[src/rtl/hpdcache_pkg.sv]
// Shared HPDcache types: configuration, tag, PMA and the core request/response formats.
package hpdcache_pkg;

    localparam int unsigned HPDCACHE_TID_WIDTH = 4;
    localparam int unsigned HPDCACHE_SID_WIDTH = 3;
    localparam int unsigned HPDCACHE_TAG_WIDTH = 20;
    localparam int unsigned HPDCACHE_OFS_WIDTH = 12;
    localparam int unsigned HPDCACHE_WORD_WIDTH = 32;

    typedef struct packed {
        int unsigned tidWidth;
        int unsigned sidWidth;
    } hpdcache_user_cfg_t;

    typedef struct packed {
        hpdcache_user_cfg_t u;
    } hpdcache_cfg_t;

    localparam hpdcache_cfg_t HPDCACHE_CFG_DEFAULT = '{
        u: '{tidWidth: HPDCACHE_TID_WIDTH, sidWidth: HPDCACHE_SID_WIDTH}
    };

    typedef logic [HPDCACHE_TAG_WIDTH-1:0] hpdcache_tag_t;
    typedef logic [HPDCACHE_SID_WIDTH-1:0] hpdcache_req_sid_t;
    typedef logic [HPDCACHE_TID_WIDTH-1:0] hpdcache_req_tid_t;

    typedef struct packed {
        logic uncacheable;
        logic io;
    } hpdcache_pma_t;

    typedef enum logic [1:0] {
        HPDCACHE_OP_LOAD  = 2'd0,
        HPDCACHE_OP_STORE = 2'd1,
        HPDCACHE_OP_AMO   = 2'd2,
        HPDCACHE_OP_CMO   = 2'd3
    } hpdcache_op_t;

    typedef struct packed {
        logic [HPDCACHE_OFS_WIDTH-1:0]  addr_offset;
        hpdcache_op_t                   op;
        logic [HPDCACHE_WORD_WIDTH-1:0] wdata;
        logic                           need_rsp;
        hpdcache_req_sid_t              sid;
        hpdcache_req_tid_t              tid;
    } hpdcache_req_t;

    typedef struct packed {
        logic [HPDCACHE_WORD_WIDTH-1:0] rdata;
        hpdcache_req_sid_t              sid;
        hpdcache_req_tid_t              tid;
        logic                           error;
    } hpdcache_rsp_t;

endpackage

[src/rtl/hpdcache_tid_pool.sv]
// Pool of transaction IDs: free bitmap, lowest-free allocator, two release ports, in-use count.
module hpdcache_tid_pool #(
    parameter int unsigned NTID  = 4,
    parameter int unsigned TID_W = 4,
    localparam int unsigned CNT_W = $clog2(NTID + 1)
) (
    input  logic             clk_i,
    input  logic             rst_ni,
    input  logic             alloc_i,
    input  logic             rel_a_i,
    input  logic [TID_W-1:0] rel_a_tid_i,
    input  logic             rel_b_i,
    input  logic [TID_W-1:0] rel_b_tid_i,
    output logic             free_valid_o,
    output logic [TID_W-1:0] free_tid_o,
    output logic [NTID-1:0]  busy_o,
    output logic [CNT_W-1:0] count_o
);

    logic [NTID-1:0] r_free;
    logic [NTID-1:0] w_free_next;

    assign busy_o       = ~r_free;
    assign free_valid_o = |r_free;

    // Allocator only sees the registered bitmap, so a TID freed this cycle is handed out next cycle.
    always_comb begin
        free_tid_o = '0;
        for (int i = NTID - 1; i >= 0; i--) begin
            if (r_free[i]) free_tid_o = TID_W'(i);
        end
    end

    always_comb begin
        count_o = '0;
        for (int i = 0; i < NTID; i++) begin
            count_o = count_o + CNT_W'(busy_o[i]);
        end
    end

    for (genvar gi = 0; gi < NTID; gi++) begin : g_bit
        logic w_take;
        logic w_give;
        assign w_take = alloc_i && (free_tid_o == TID_W'(gi));
        assign w_give = (rel_a_i && (rel_a_tid_i == TID_W'(gi))) ||
                        (rel_b_i && (rel_b_tid_i == TID_W'(gi)));
        assign w_free_next[gi] = w_take ? 1'b0 : (w_give ? 1'b1 : r_free[gi]);
    end

    always_ff @(posedge clk_i) begin
        if (!rst_ni) begin
            r_free <= '1;
        end else begin
            r_free <= w_free_next;
        end
    end

endmodule

[src/rtl/hpdcache_req_issuer.sv]
// Requester-side endpoint of the HPDcache core port: stamps sid/tid, runs the two-phase
// request handshake, tracks outstanding TIDs and filters the shared response bus by sid.
module hpdcache_req_issuer
    import hpdcache_pkg::hpdcache_cfg_t;
    import hpdcache_pkg::hpdcache_pma_t;
#(
    parameter hpdcache_cfg_t HPDcacheCfg = hpdcache_pkg::HPDCACHE_CFG_DEFAULT,
    parameter type hpdcache_tag_t = hpdcache_pkg::hpdcache_tag_t,
    parameter type hpdcache_req_t = hpdcache_pkg::hpdcache_req_t,
    parameter type hpdcache_rsp_t = hpdcache_pkg::hpdcache_rsp_t,
    parameter int unsigned SID  = 0,
    parameter int unsigned NTID = 4,
    localparam int unsigned CNT_W = $clog2(NTID + 1)
) (
    input  logic             clk_i,
    input  logic             rst_ni,
    input  logic             cli_req_valid_i,
    output logic             cli_req_ready_o,
    input  hpdcache_req_t    cli_req_i,
    input  hpdcache_tag_t    cli_tag_i,
    input  hpdcache_pma_t    cli_pma_i,
    input  logic             cli_kill_i,
    output logic             cli_rsp_valid_o,
    output hpdcache_rsp_t    cli_rsp_o,
    output logic             core_req_valid_o,
    input  logic             core_req_ready_i,
    output hpdcache_req_t    core_req_o,
    output logic             core_req_abort_o,
    output hpdcache_tag_t    core_req_tag_o,
    output hpdcache_pma_t    core_req_pma_o,
    input  logic             core_rsp_valid_i,
    input  hpdcache_rsp_t    core_rsp_i,
    input  logic             flush_i,
    output logic             drained_o,
    output logic [CNT_W-1:0] outstanding_o,
    output logic             err_o
);

    localparam int unsigned TID_W = HPDcacheCfg.u.tidWidth;
    localparam int unsigned SID_W = HPDcacheCfg.u.sidWidth;

    typedef enum logic [1:0] {ST_IDLE, ST_HOLD, ST_DRAIN} state_e;

    state_e           r_state;
    hpdcache_req_t    r_hold_req;
    hpdcache_tag_t    r_hold_tag;
    hpdcache_pma_t    r_hold_pma;
    logic             r_s2_valid;
    logic             r_s2_need_rsp;
    logic [TID_W-1:0] r_s2_tid;
    hpdcache_tag_t    r_s2_tag;
    hpdcache_pma_t    r_s2_pma;
    logic             r_err;

    logic             w_free_valid;
    logic [TID_W-1:0] w_free_tid;
    logic [NTID-1:0]  w_busy;
    logic [CNT_W-1:0] w_count;
    logic             w_cli_ready;
    logic             w_cli_hs;
    logic             w_core_hs;
    logic             w_alloc;
    logic             w_abort;
    logic             w_rel_a;
    logic             w_rsp_match;
    logic             w_rsp_tid_busy;
    logic             w_rel_b;
    logic             w_rel_clash;

    assign w_cli_ready = rst_ni && (r_state == ST_IDLE) && !flush_i &&
                         (!cli_req_i.need_rsp || w_free_valid);
    assign w_cli_hs    = cli_req_valid_i && w_cli_ready;
    assign w_core_hs   = (r_state == ST_HOLD) && core_req_ready_i;
    assign w_alloc     = w_cli_hs && cli_req_i.need_rsp;

    // An aborted request never gets a response, so its TID goes back to the pool right away.
    assign w_abort = r_s2_valid && cli_kill_i;
    assign w_rel_a = w_abort && r_s2_need_rsp;

    assign w_rsp_match = core_rsp_valid_i && (core_rsp_i.sid == SID_W'(SID));

    always_comb begin
        w_rsp_tid_busy = 1'b0;
        for (int i = 0; i < NTID; i++) begin
            if (core_rsp_i.tid == TID_W'(i)) w_rsp_tid_busy = w_busy[i];
        end
    end

    assign w_rel_b     = w_rsp_match && w_rsp_tid_busy;
    assign w_rel_clash = w_rel_a && w_rel_b && (r_s2_tid == core_rsp_i.tid);

    hpdcache_tid_pool #(
        .NTID  (NTID),
        .TID_W (TID_W)
    ) u_tid_pool (
        .clk_i        (clk_i),
        .rst_ni       (rst_ni),
        .alloc_i      (w_alloc),
        .rel_a_i      (w_rel_a),
        .rel_a_tid_i  (r_s2_tid),
        .rel_b_i      (w_rel_b),
        .rel_b_tid_i  (core_rsp_i.tid),
        .free_valid_o (w_free_valid),
        .free_tid_o   (w_free_tid),
        .busy_o       (w_busy),
        .count_o      (w_count)
    );

    always_ff @(posedge clk_i) begin
        if (!rst_ni) begin
            r_state       <= ST_IDLE;
            r_hold_req    <= '0;
            r_hold_tag    <= '0;
            r_hold_pma    <= '0;
            r_s2_valid    <= 1'b0;
            r_s2_need_rsp <= 1'b0;
            r_s2_tid      <= '0;
            r_s2_tag      <= '0;
            r_s2_pma      <= '0;
            r_err         <= 1'b0;
        end else begin
            r_s2_valid <= w_core_hs;
            if (w_core_hs) begin
                r_s2_need_rsp <= r_hold_req.need_rsp;
                r_s2_tid      <= r_hold_req.tid;
                r_s2_tag      <= r_hold_tag;
                r_s2_pma      <= r_hold_pma;
            end
            if ((w_rsp_match && !w_rsp_tid_busy) || w_rel_clash) r_err <= 1'b1;

            case (r_state)
                ST_IDLE: begin
                    if (flush_i) begin
                        r_state <= ST_DRAIN;
                    end else if (w_cli_hs) begin
                        r_hold_req     <= cli_req_i;
                        r_hold_req.sid <= SID_W'(SID);
                        r_hold_req.tid <= cli_req_i.need_rsp ? w_free_tid : '0;
                        r_hold_tag     <= cli_tag_i;
                        r_hold_pma     <= cli_pma_i;
                        r_state        <= ST_HOLD;
                    end
                end
                ST_HOLD: begin
                    if (w_core_hs) r_state <= flush_i ? ST_DRAIN : ST_IDLE;
                end
                ST_DRAIN: begin
                    if (!flush_i) r_state <= ST_IDLE;
                end
                default: r_state <= ST_IDLE;
            endcase
        end
    end

    assign cli_req_ready_o  = w_cli_ready;
    assign cli_rsp_valid_o  = rst_ni && w_rsp_match;
    assign cli_rsp_o        = core_rsp_i;
    assign core_req_valid_o = (r_state == ST_HOLD);
    assign core_req_o       = r_hold_req;
    assign core_req_abort_o = w_abort;
    assign core_req_tag_o   = r_s2_valid ? r_s2_tag : '0;
    assign core_req_pma_o   = r_s2_valid ? r_s2_pma : '0;
    assign drained_o        = (r_state == ST_DRAIN) && (w_count == '0);
    assign outstanding_o    = w_count;
    assign err_o            = r_err;

endmodule

[config.mk]
export PLATFORM = sky130hd
export DESIGN_NAME = hpdcache_req_issuer
export DESIGN_NICKNAME = d
export VERILOG_FILES = /design/src/rtl/hpdcache_pkg.sv /design/src/rtl/hpdcache_tid_pool.sv /design/src/rtl/hpdcache_req_issuer.sv
export SDC_FILE = /design/constraint.sdc
export NUM_CORES = 1
export LEC_CHECK = 0
export CAP_MARGIN = 0
export CORE_ASPECT_RATIO = 1.75
export CORE_MARGIN = 2
export CORE_UTILIZATION = 42
export DETAILED_ROUTE_END_ITERATION = 8
export PLACE_DENSITY = 0.95
export SLEW_MARGIN = 20
export SYNTH_ARGS = -nofsm -noshare
export SYNTH_HDL_FRONTEND = slang
export SYNTH_SLANG_ARGS = --single-unit
[constraint.sdc]
create_clock -name clk_i -period 3.3 [get_ports clk_i]
set_input_delay 0.66 -clock clk_i [delete_from_list [all_inputs] [get_ports clk_i]]
set_output_delay 0.66 -clock clk_i [all_outputs]
set_load 0.03 [all_outputs]
Yosys cells after proc, flatten, opt, wreduce, memory -nomap -nowiden --
Cells that the tools add are included.
Operators by class: bitwise gates (word level) 2, $add $sub $neg 3, mux-type cells 25, eq/ne operators 15, reduce and logical (&&, ||, !) cells 49
Operators with widths (number):
- $logic_and 1x1->1 | 27
- $mux 2 | 10
- $mux 20 | 1
- $eq 4x2->1 const B | 4
- $logic_not 4->1 | 3
- $mux 1 | 12
- $eq 4x1->1 const B | 2
- $reduce_bool 2->1 | 4
- $add 3x1->3 | 2
- $eq 2x2->1 const B | 3
- $logic_not 3->1 | 2
- $logic_or 1x1->1 | 6
- $pmux 2 s3 | 1
- $reduce_and 3->1 | 2
- $eq 2x1->1 const B | 2
- $eq 4x4->1 | 1
- $mux 4 | 1
- $not 4->4 | 1
- $reduce_or 4->1 | 1
- $logic_not 1->1 | 3
- $ne 3x3->1 const B | 1
- $add 1x1->2 | 1
- $logic_not 2->1 | 1
- $ne 2x1->1 const B | 1
- 2 further kinds | 2
Word-level totals: register bits 108

Logic depth before layout (Yosys ltp) --
Gate-level depths: netlist (run 1).
word-level depth 10, mapped depth 7

Cells and area by module --
Synthesis (run 1) repeated with hierarchy kept, for this count alone.
Unflattened totals: cell total of the unflattened synthesis 596, area total of the unflattened synthesis 4913.5 µm²
Modules (own cells, without submodules):
- hpdcache_req_issuer | cells each 554, times used 1, seq. area each 2082.0 µm², area an instance 4540.6 µm²
- hpdcache_tid_pool | cells each 42, times used 1, seq. area each 80.1 µm², area an instance 372.9 µm²

Least setup slack after synthesis (run 1) --
OpenSTA, ideal clock, no wires.
path type reg-to-output, from register u_tid_pool.r_free[1], to output port drained_o, arrival time 2.296 ns, path slack 0.344 ns, cell stages (with the launch flop) 8, path buffers 0, data required time 2.640 ns, cell sequence dfxtp_1 > inv_1 > ha_1 > fa_1 > ha_1 > nor2_1 > nand2_1 > nor3_1
On the way: word-level cells in the longest chain between the ends 6
Ends and longest elaborated chain:
- start: declaration | RTL line hpdcache_tid_pool.sv:20 | logic [NTID-1:0] r_free;
- start signal: assignment | RTL line hpdcache_tid_pool.sv:54 | r_free <= w_free_next;
- $not 4->4 | RTL line hpdcache_tid_pool.sv:23 | assign busy_o = ~r_free;
- $add 1x1->2 | RTL line hpdcache_tid_pool.sv:37 | count_o = count_o + CNT_W'(busy_o[i]);
- $add 3x1->3 (2 in series) | RTL line hpdcache_tid_pool.sv:37
- named net outstanding_o[1] | RTL line hpdcache_req_issuer.sv:35 | output logic [CNT_W-1:0] outstanding_o,
- $logic_not 3->1 | RTL line hpdcache_req_issuer.sv:163 | assign drained_o = (r_state == ST_DRAIN) && (w_count == '0);
- $logic_and 1x1->1 | RTL line hpdcache_req_issuer.sv:163
- end: declaration | RTL line hpdcache_req_issuer.sv:34 | output logic drained_o,
The timed path passes the listed nets, and every way through them passes these cells.

Worst setup path after layout (run 1) --
from register u_tid_pool.r_free[0], to output port outstanding_o[1]
On the way: word-level cells in the longest chain between the ends 4
Ends and longest elaborated chain (RTL line):
- $not 4->4 | hpdcache_tid_pool.sv:23
- $add 1x1->2 | hpdcache_tid_pool.sv:37
- $add 3x1->3 (2 in series) | hpdcache_tid_pool.sv:37
- end: declaration | hpdcache_req_issuer.sv:35
No other way between the ends.

==> results by group, run 1 <==
Status
  – Status: complete, no violations

Die
  – Core footprint: about 0.011 mm2
  – I/O pin cnt: approximately 250
  – Vert. Die Dim: 142 um
  – Row cnt: 50
  – Die X: roughly 83 um
  – Die area: about 0.012 mm2
  – Initial core utilization: ~43%

Drt
  – Initial drt markers: about 170
  – Via count: around 4k
  – DR WL/cell: ~16 um
  – DR DRC count: 0
  – WL final: approximately 13000 um
  – Vias per inst: 4.984
  – Final ANT Viol Nets: 0
  – Detailed Routing Iterations Pass 1: 4

Logic synthesis
  – Syn Area/Cell: about 8.2 um2
  – YS warnings: 0
  – FF+latch count, synth: between 100 and 150
  – Seq/Total Area, Yosys: roughly 46%
  – Post-Syn Area: around 0.0046 mm2
  – Cells after Synth: roughly 560
  – Post-synthesis cell type count: 38
  – EDFF count, synth: 0
  – Predominant post-synthesis flop cell: dfxtp_1
  – Asr flop ratio synth: 0%

Timing
  – WHS: about 460 ps
  – Final setup vio count: 0
  – Final Cycle Share: 95.57%
  – Fin Clk Skew: around 9.3 ps
  – Worst-margin pin slew: just over 900 ps
  – Final WS setup: roughly 150 ps
  – RSZ-0062 raised after global routing: no
  – Max_slew headroom: 38.32%
  – Setup TNS: 0 ps
  – Final slew viol count: 0
  – Fin crit period: about 3200 ps
  – Final Hold Viols: 0
  – Max Fclk: approximately 320 MHz

Clock tree
  – CTS clk-pin slew, worst paths: roughly 70 ps
  – TritonCTS Sinks: around 100
  – CTS Buf Count: 9
  – Postcts setup bufs: 0
  – Root Driver: clkbuf_16
  – CTS Hold Bufs: 0
  – Worst-case clock buffer depth: 2
  – # H-tree levels: 3
  – CTS tree: done
  – Worst-Skew Late Latency: between 300 and 400 ps

Power and ir drop
  – Clock power frac: between 40% and 50%
  – Flop pwr share: 45.0%
  – Leak pwr: around 2.3 nW
  – Pwr per Cell Area: 450.3 mW/mm2
  – Worst IR Drop VDD: about 270 uV
  – Int Pwr: approximately 2.2 mW
  – Switch share: a little under a quarter
  – Combinational share of power: 11.0%
  – P_sw: between 600 and 700 uW

Global route
  – Largest net degree at the start of global routing: around 110
  – Vias in the first global route: roughly 4.0k
  – GRT Total Usage: between 20% and 30%
  – Grt ovf: 0
  – First-pass GRT wire length: around 20000 um
  – Antenna violations before repair: 0

Run
  – MaxCap Viol Count: 0

Worst setup path
  – Stages on the worst setup path: 5
  – Cell Chain, Critical Path: inv_1 -> ha_1 -> fa_1 -> ha_1 -> clkdlybuf4s50_1
  – CP Class: reg -> out
  – Critical path arrival: approximately 2500 ps
  – CP delay by family, top: adder cells
  – Most numerous cell on the critical path: ha_1
  – R2R depth: 5
  – CP Buf/Inv Count: 2
  – Largest fanout on the critical path: 4
  – Startpoint Class: register
  – Req. time, crit path: 2640 ps
  – Cell at the slowest stage of the critical path: clkdlybuf4s50_1
  – CP endpoint kind: primary output
  – Largest stage delay, worst path: approximately 670 ps

Hold path
  – Tightest Hold Check Type: reg -> reg
  – WHS Path Cells: 2

Placed design
  – Routability congestion estimate: slightly below 0.9
  – Detail Placement HPWL: around 8900 um
  – Port bufs: around 170
  – Cells after DPL: between 700 and 800
  – Dpl ws: slightly below 200 ps

Final layout
  – Area Growth Syn to Fin: 39.91%
  – Share of layout cells above drive strength 1: between 4 and 5%
  – Final std cells w/o fill: between 800 and 900
  – Fin util: between 60% and 70%
  – Nets: between 700 and 800
  – N_diodes: 0
[metrics by stage]
stage	cell area, um2	total power [mW]
after floorplan	4586	1.551
after global placement	6040	1.639
after detailed placement	6040	1.645
after CTS	6399	2.909
after global routing	6395	2.982
final	6395	2.880
[synth_stat cells (all sizes together), types with 2 or more instances]
master    n  area [um2]
dfxtp   104        2082
nand2   198       743.2
clkbuf   26       97.59
ha        3       37.54
and2     25       156.4
xor2      2       17.52
a311oi    2       23.77
o32ai     2       17.52
a21oi     4       20.02
a21boi   96       720.7
nand2b    3       18.77
nand3     2       10.01
inv       7       26.28
nor3      6       30.03
o21ai     2       10.01
nor2      3       11.26
nor4      2       12.51
buf      53       380.4
[layout by cell type, fill, tap and decap left out, types with 2 or more instances in the layout]
cell type	netlist	final
nand2_1	198	198
nor4_1	2	2
nor2_1	3	3
a21boi_0	95	95
buf_4	46	8
nor3_1	6	6
o21ai_0	2	2
o32ai_1	2	2
inv_1	7	7
nand3_1	2	2
xor2_1	2	2
conb_1	1	5
clkdlybuf4s50_1	0	166
clkbuf_16	0	9
nand2b_1	3	3
inv_8	0	2
bufinv_16	0	3
dfxtp_1	104	104
and2_1	25	25
ha_1	3	3
a21oi_1	4	4
[logic make-up after synthesis]
kind of cell             share of synthesized area [%]
XOR/XNOR                                        0.3833
other                                          0.08205
flip-flops                                       45.55
adder cells (fa/ha/maj)                          1.259
AO/OA/AOI/OAI                                    18.23
buffers and inverters                            11.03
AND/OR/NAND/NOR                                  22.97
multiplexers                                    0.4927
[state kept, by name (all words and copies together) (netlist names)]
signal             cells
core_req_o            49
r_hold_tag            20
r_s2_tag              20
u_tid_pool.r_free      4
r_hold_pma             2
r_s2_pma               2
r_s2_tid               2
r_state                2
err_o                  1
r_s2_need_rsp          1
r_s2_valid             1
[power by group through the flow]
| stage | clock network [mW] | logic [mW] | registers (mW) |
|---|---|---|---|
| after floorplan | 0 | 0.194 | 1.36 |
| final | 1.27 | 0.317 | 1.30 |
| after CTS | 1.29 | 0.320 | 1.30 |
| after global placement | 0 | 0.314 | 1.32 |
| after global routing | 1.34 | 0.340 | 1.30 |
| after detailed placement | 0 | 0.319 | 1.33 |
[area by class of cell]
cell class	count	area [um2]
Sequential cell	104	2082
Tap cell	130	162.7
Clock inverter	6	121.4
Multi-Input combinational cell	371	2012
Fill cell	891	4240
Clock buffer	10	239.0
Timing Repair Buffer	177	1752
Inverter	7	26.28
[layer usage]
metal	vias up	GRT usage, %	routed length (um)
met1	1830	20.57	4238
met3	80	4.002	733
met5	-	0	0
met2	129	38.75	6680
li1	1973	-	-
met4	0	16.65	875
[worst register-to-register path, stage by stage (launching register included)]
cell and delay, ps:
dfxtp_1 350, or4b_1 550, buf_4 170, a311o_2 400
or4_1 470, a21boi_1 150
[path summary, 6_finish.rpt]
path | slack (ps) | end | startpoint
hold / removal | 460 | r_s2_pma[0]$_SDFFE_PN0P_ | r_s2_pma[0]$_SDFFE_PN0P_
setup reg to reg | 1130 | core_req_o[1]$_SDFFE_PN0P_ | r_state[1]$_SDFFE_PN0P_
hold reg to reg | 460 | r_s2_pma[0]$_SDFFE_PN0P_ | r_s2_pma[0]$_SDFFE_PN0P_
setup / recovery | 150 | outstanding_o[1] | u_tid_pool.r_free[0]$_SDFFE_PN1P_
[repair_timing]
item | 4_1_cts | 5_1_grt
gates resized for setup | 1 | 3
gates cloned | 0 | 0
endpoints found under the setup margin | 1 | 1
Note: power is estimated with default switching activity, not from simulation.
==> inputs of run 2 (changes only) <==
--- a/config.mk
+++ b/config.mk
@@ -8,7 +8,8 @@
 export CAP_MARGIN = 0
 export CORE_ASPECT_RATIO = 1.75
 export CORE_MARGIN = 2
-export CORE_UTILIZATION = 42
+export CORE_UTILIZATION = 43
+export CTS_BUF_LIST = sky130_fd_sc_hd__clkbuf_2 sky130_fd_sc_hd__clkbuf_4 sky130_fd_sc_hd__clkbuf_8
 export DETAILED_ROUTE_END_ITERATION = 8
 export PLACE_DENSITY = 0.95
 export SLEW_MARGIN = 20
==> run 2 against run 1 <==
Compared with the run above:
- flip-flop and latch count unchanged
- total power decreased by 16%
- core utilization increased by 0.33 points
- register-to-register slack about the same
- critical path depth decreased by 1
- count of clock-buffer cells in the layout increased by 1
==> results by group, run 2 (synthesis gave the netlist of run 1 again) <==
Final layout
  – Most frequent cells in the layout: nand2_1 (198), clkdlybuf4s50_1 (165), dfxtp_1 (104)
  – Footprint of the multi-input gates: 0.002012 mm2
  – # fillers: about 850
  – Commonest non-fill, non-tap cell in the layout: nand2_1
  – Area Growth Syn to Fin: 36.24%
  – N_diodes: 0
  – Nets: 797
  – Cell area after layout: 0.006227 mm2
  – Share of layout cells above drive strength 1: under 10%
  – Final std cells w/o fill: between 800 and 900
  – Number of flip-flops in the largest register: ~50
  – Seq. cell area: about 0.0021 mm2

Worst setup path
  – Cell Chain, Critical Path: inv_1 -> ha_1 -> fa_1 -> clkdlybuf4s50_1
  – Largest fanout on the critical path: 4
  – CP endpoint kind: primary output
  – Req. time, crit path: around 2600 ps
  – Critical path arrival: 2420 ps
  – CP Class: reg -> out
  – Largest stage delay, worst path: roughly 710 ps
  – R2r setup slk: between 1000 and 1500 ps
  – Cell at the slowest stage of the critical path: clkdlybuf4s50_1
  – Startpoint Class: register

Power and ir drop
  – Leak pwr: ~2.2 nW
  – Pwr per Cell Area: around 390 mW/mm2
  – Worst IR Drop VDD: 285.5 uV

Timing
  – Final Cycle Share: between 90% and 100%
  – Fin crit period: ~3000 ps
  – RSZ-0062 raised after global routing: no
  – Final setup vio count: 0
  – Max_slew headroom: 38.14%
  – Worst-margin pin slew: between 900 and 1000 ps
  – Fin Clk Skew: approximately 8.6 ps
  – Setup TNS: 0 ps
  – Final slew viol count: 0
  – Max Fclk: roughly 320 MHz
  – Final Hold Viols: 0

Drt
  – DR DRC count: 0
  – Initial drt markers: 180
  – Vias per inst: between 5 and 6
  – Detailed Routing Iterations Pass 1: 4
  – Final ANT Viol Nets: 0
  – WL final: ~13000 um
  – Via count: ~4.1k
  – DR WL/cell: approximately 16 um

Die
  – I/O pin cnt: 248
  – Die area: between 0.01 and 0.015 mm2
  – Vert. Die Dim: about 140 um
  – Row cnt: 49
  – Initial core utilization: between 40% and 50%
  – Core footprint: about 0.010 mm2
  – Die X: between 80 and 90 um

Run
  – MaxCap Viol Count: 0

Global route
  – GRT Total Usage: a little under a quarter
  – First-pass GRT wire length: around 20000 um
  – Vias in the first global route: a little over 4k
  – Antenna violations before repair: 0
  – Grt ovf: 0
  – Largest net degree at the start of global routing: 88

Clock tree
  – CTS clk-pin slew, worst paths: approximately 90 ps
  – Worst-case clock buffer depth: 2
  – TritonCTS Sinks: between 100 and 150
  – Root Driver: clkbuf_8
  – CTS Buf Count: 9
  – # H-tree levels: 3
  – Worst-Skew Late Latency: between 300 and 400 ps
  – CTS tree: done
  – Postcts setup bufs: 0

Placed design
  – DP Area: about 0.0060 mm2
  – Routability congestion estimate: 0.7979
  – Cells after DPL: about 800
  – Port bufs: roughly 170
  – Detail Placement HPWL: 9520 um

Status
  – Status: complete, no violations

Hold path
  – Tightest Hold Check Type: reg -> reg
## run 2: cell types whose count changed in the layout (fill, tap and decap cells not counted), moves of 2 or more
cell	delta
clkbuf_8	+10
clkbuf_16	-9
bufinv_16	-2
clkinv_2	+2
clkinvlp_4	+2
inv_8	-2
## run 2: area by class of cell
type                       count  share of cell area [%]
inverter                       7                  0.4219
clock inverter                 5                  0.8841
multi-input combinational    371                   32.31
sequential                   104                   33.43
tap                          127                   2.552
clock buffer                  11                   2.431
timing repair buffer         177                   27.97
## run 2: power by group
part           leakage [nW]  total, mW  internal, mW  switching (mW)
sequential            0.842       1.30          1.28          0.0163
clock                 0.101      0.812         0.390           0.423
combinational          1.25      0.317         0.162           0.154
total                  2.19       2.43          1.83           0.593
## run 2: worst max-delay path, delay by kind of cell (launching register included)
family     cells  cell delay [ps]
buf+inv        2              820
fa+ha+maj      2              850
flops          1              400
## run 2: path summary, 6_finish.rpt
check	start	endpoint	cells past startpoint
hold reg to reg	r_s2_pma[0]$_SDFFE_PN0P_	r_s2_pma[0]$_SDFFE_PN0P_	2
setup reg to reg	r_state[1]$_SDFFE_PN0P_	core_req_o[1]$_SDFFE_PN0P_	4
hold / removal	r_s2_pma[0]$_SDFFE_PN0P_	r_s2_pma[0]$_SDFFE_PN0P_	2
setup / recovery	u_tid_pool.r_free[1]$_SDFFE_PN1P_	outstanding_o[0]	4
## run 2: what timing repair did
action | 4_1_cts | 5_1_grt
endpoints found under the setup margin | 1 | 2
hold buffers | 0 | 0
cloned | 0 | 0
gates resized for setup | 1 | 4
## run 2: routing by layer
metal | up-vias | GRT usage, % | routed length [um]
met4 | 0 | 17.63 | 1022
li1 | 1975 | - | -
met3 | 84 | 6.701 | 844
met1 | 1864 | 22.04 | 4281
met5 | - | 0 | 0
met2 | 152 | 39.41 | 6710
## run 2: stage by stage
step	utilization, %	total power, mW	hold WS [ps]	worst slack, ps
detailed placement	58.48	1.644	453.3	161.3
floorplan	-	1.551	435.0	344.2
global placement	58.48	1.634	446.6	235.9
global route	60.46	2.524	484.9	73.70
finish	60.46	2.427	461.6	216.1
CTS	60.47	2.455	466.6	46.98
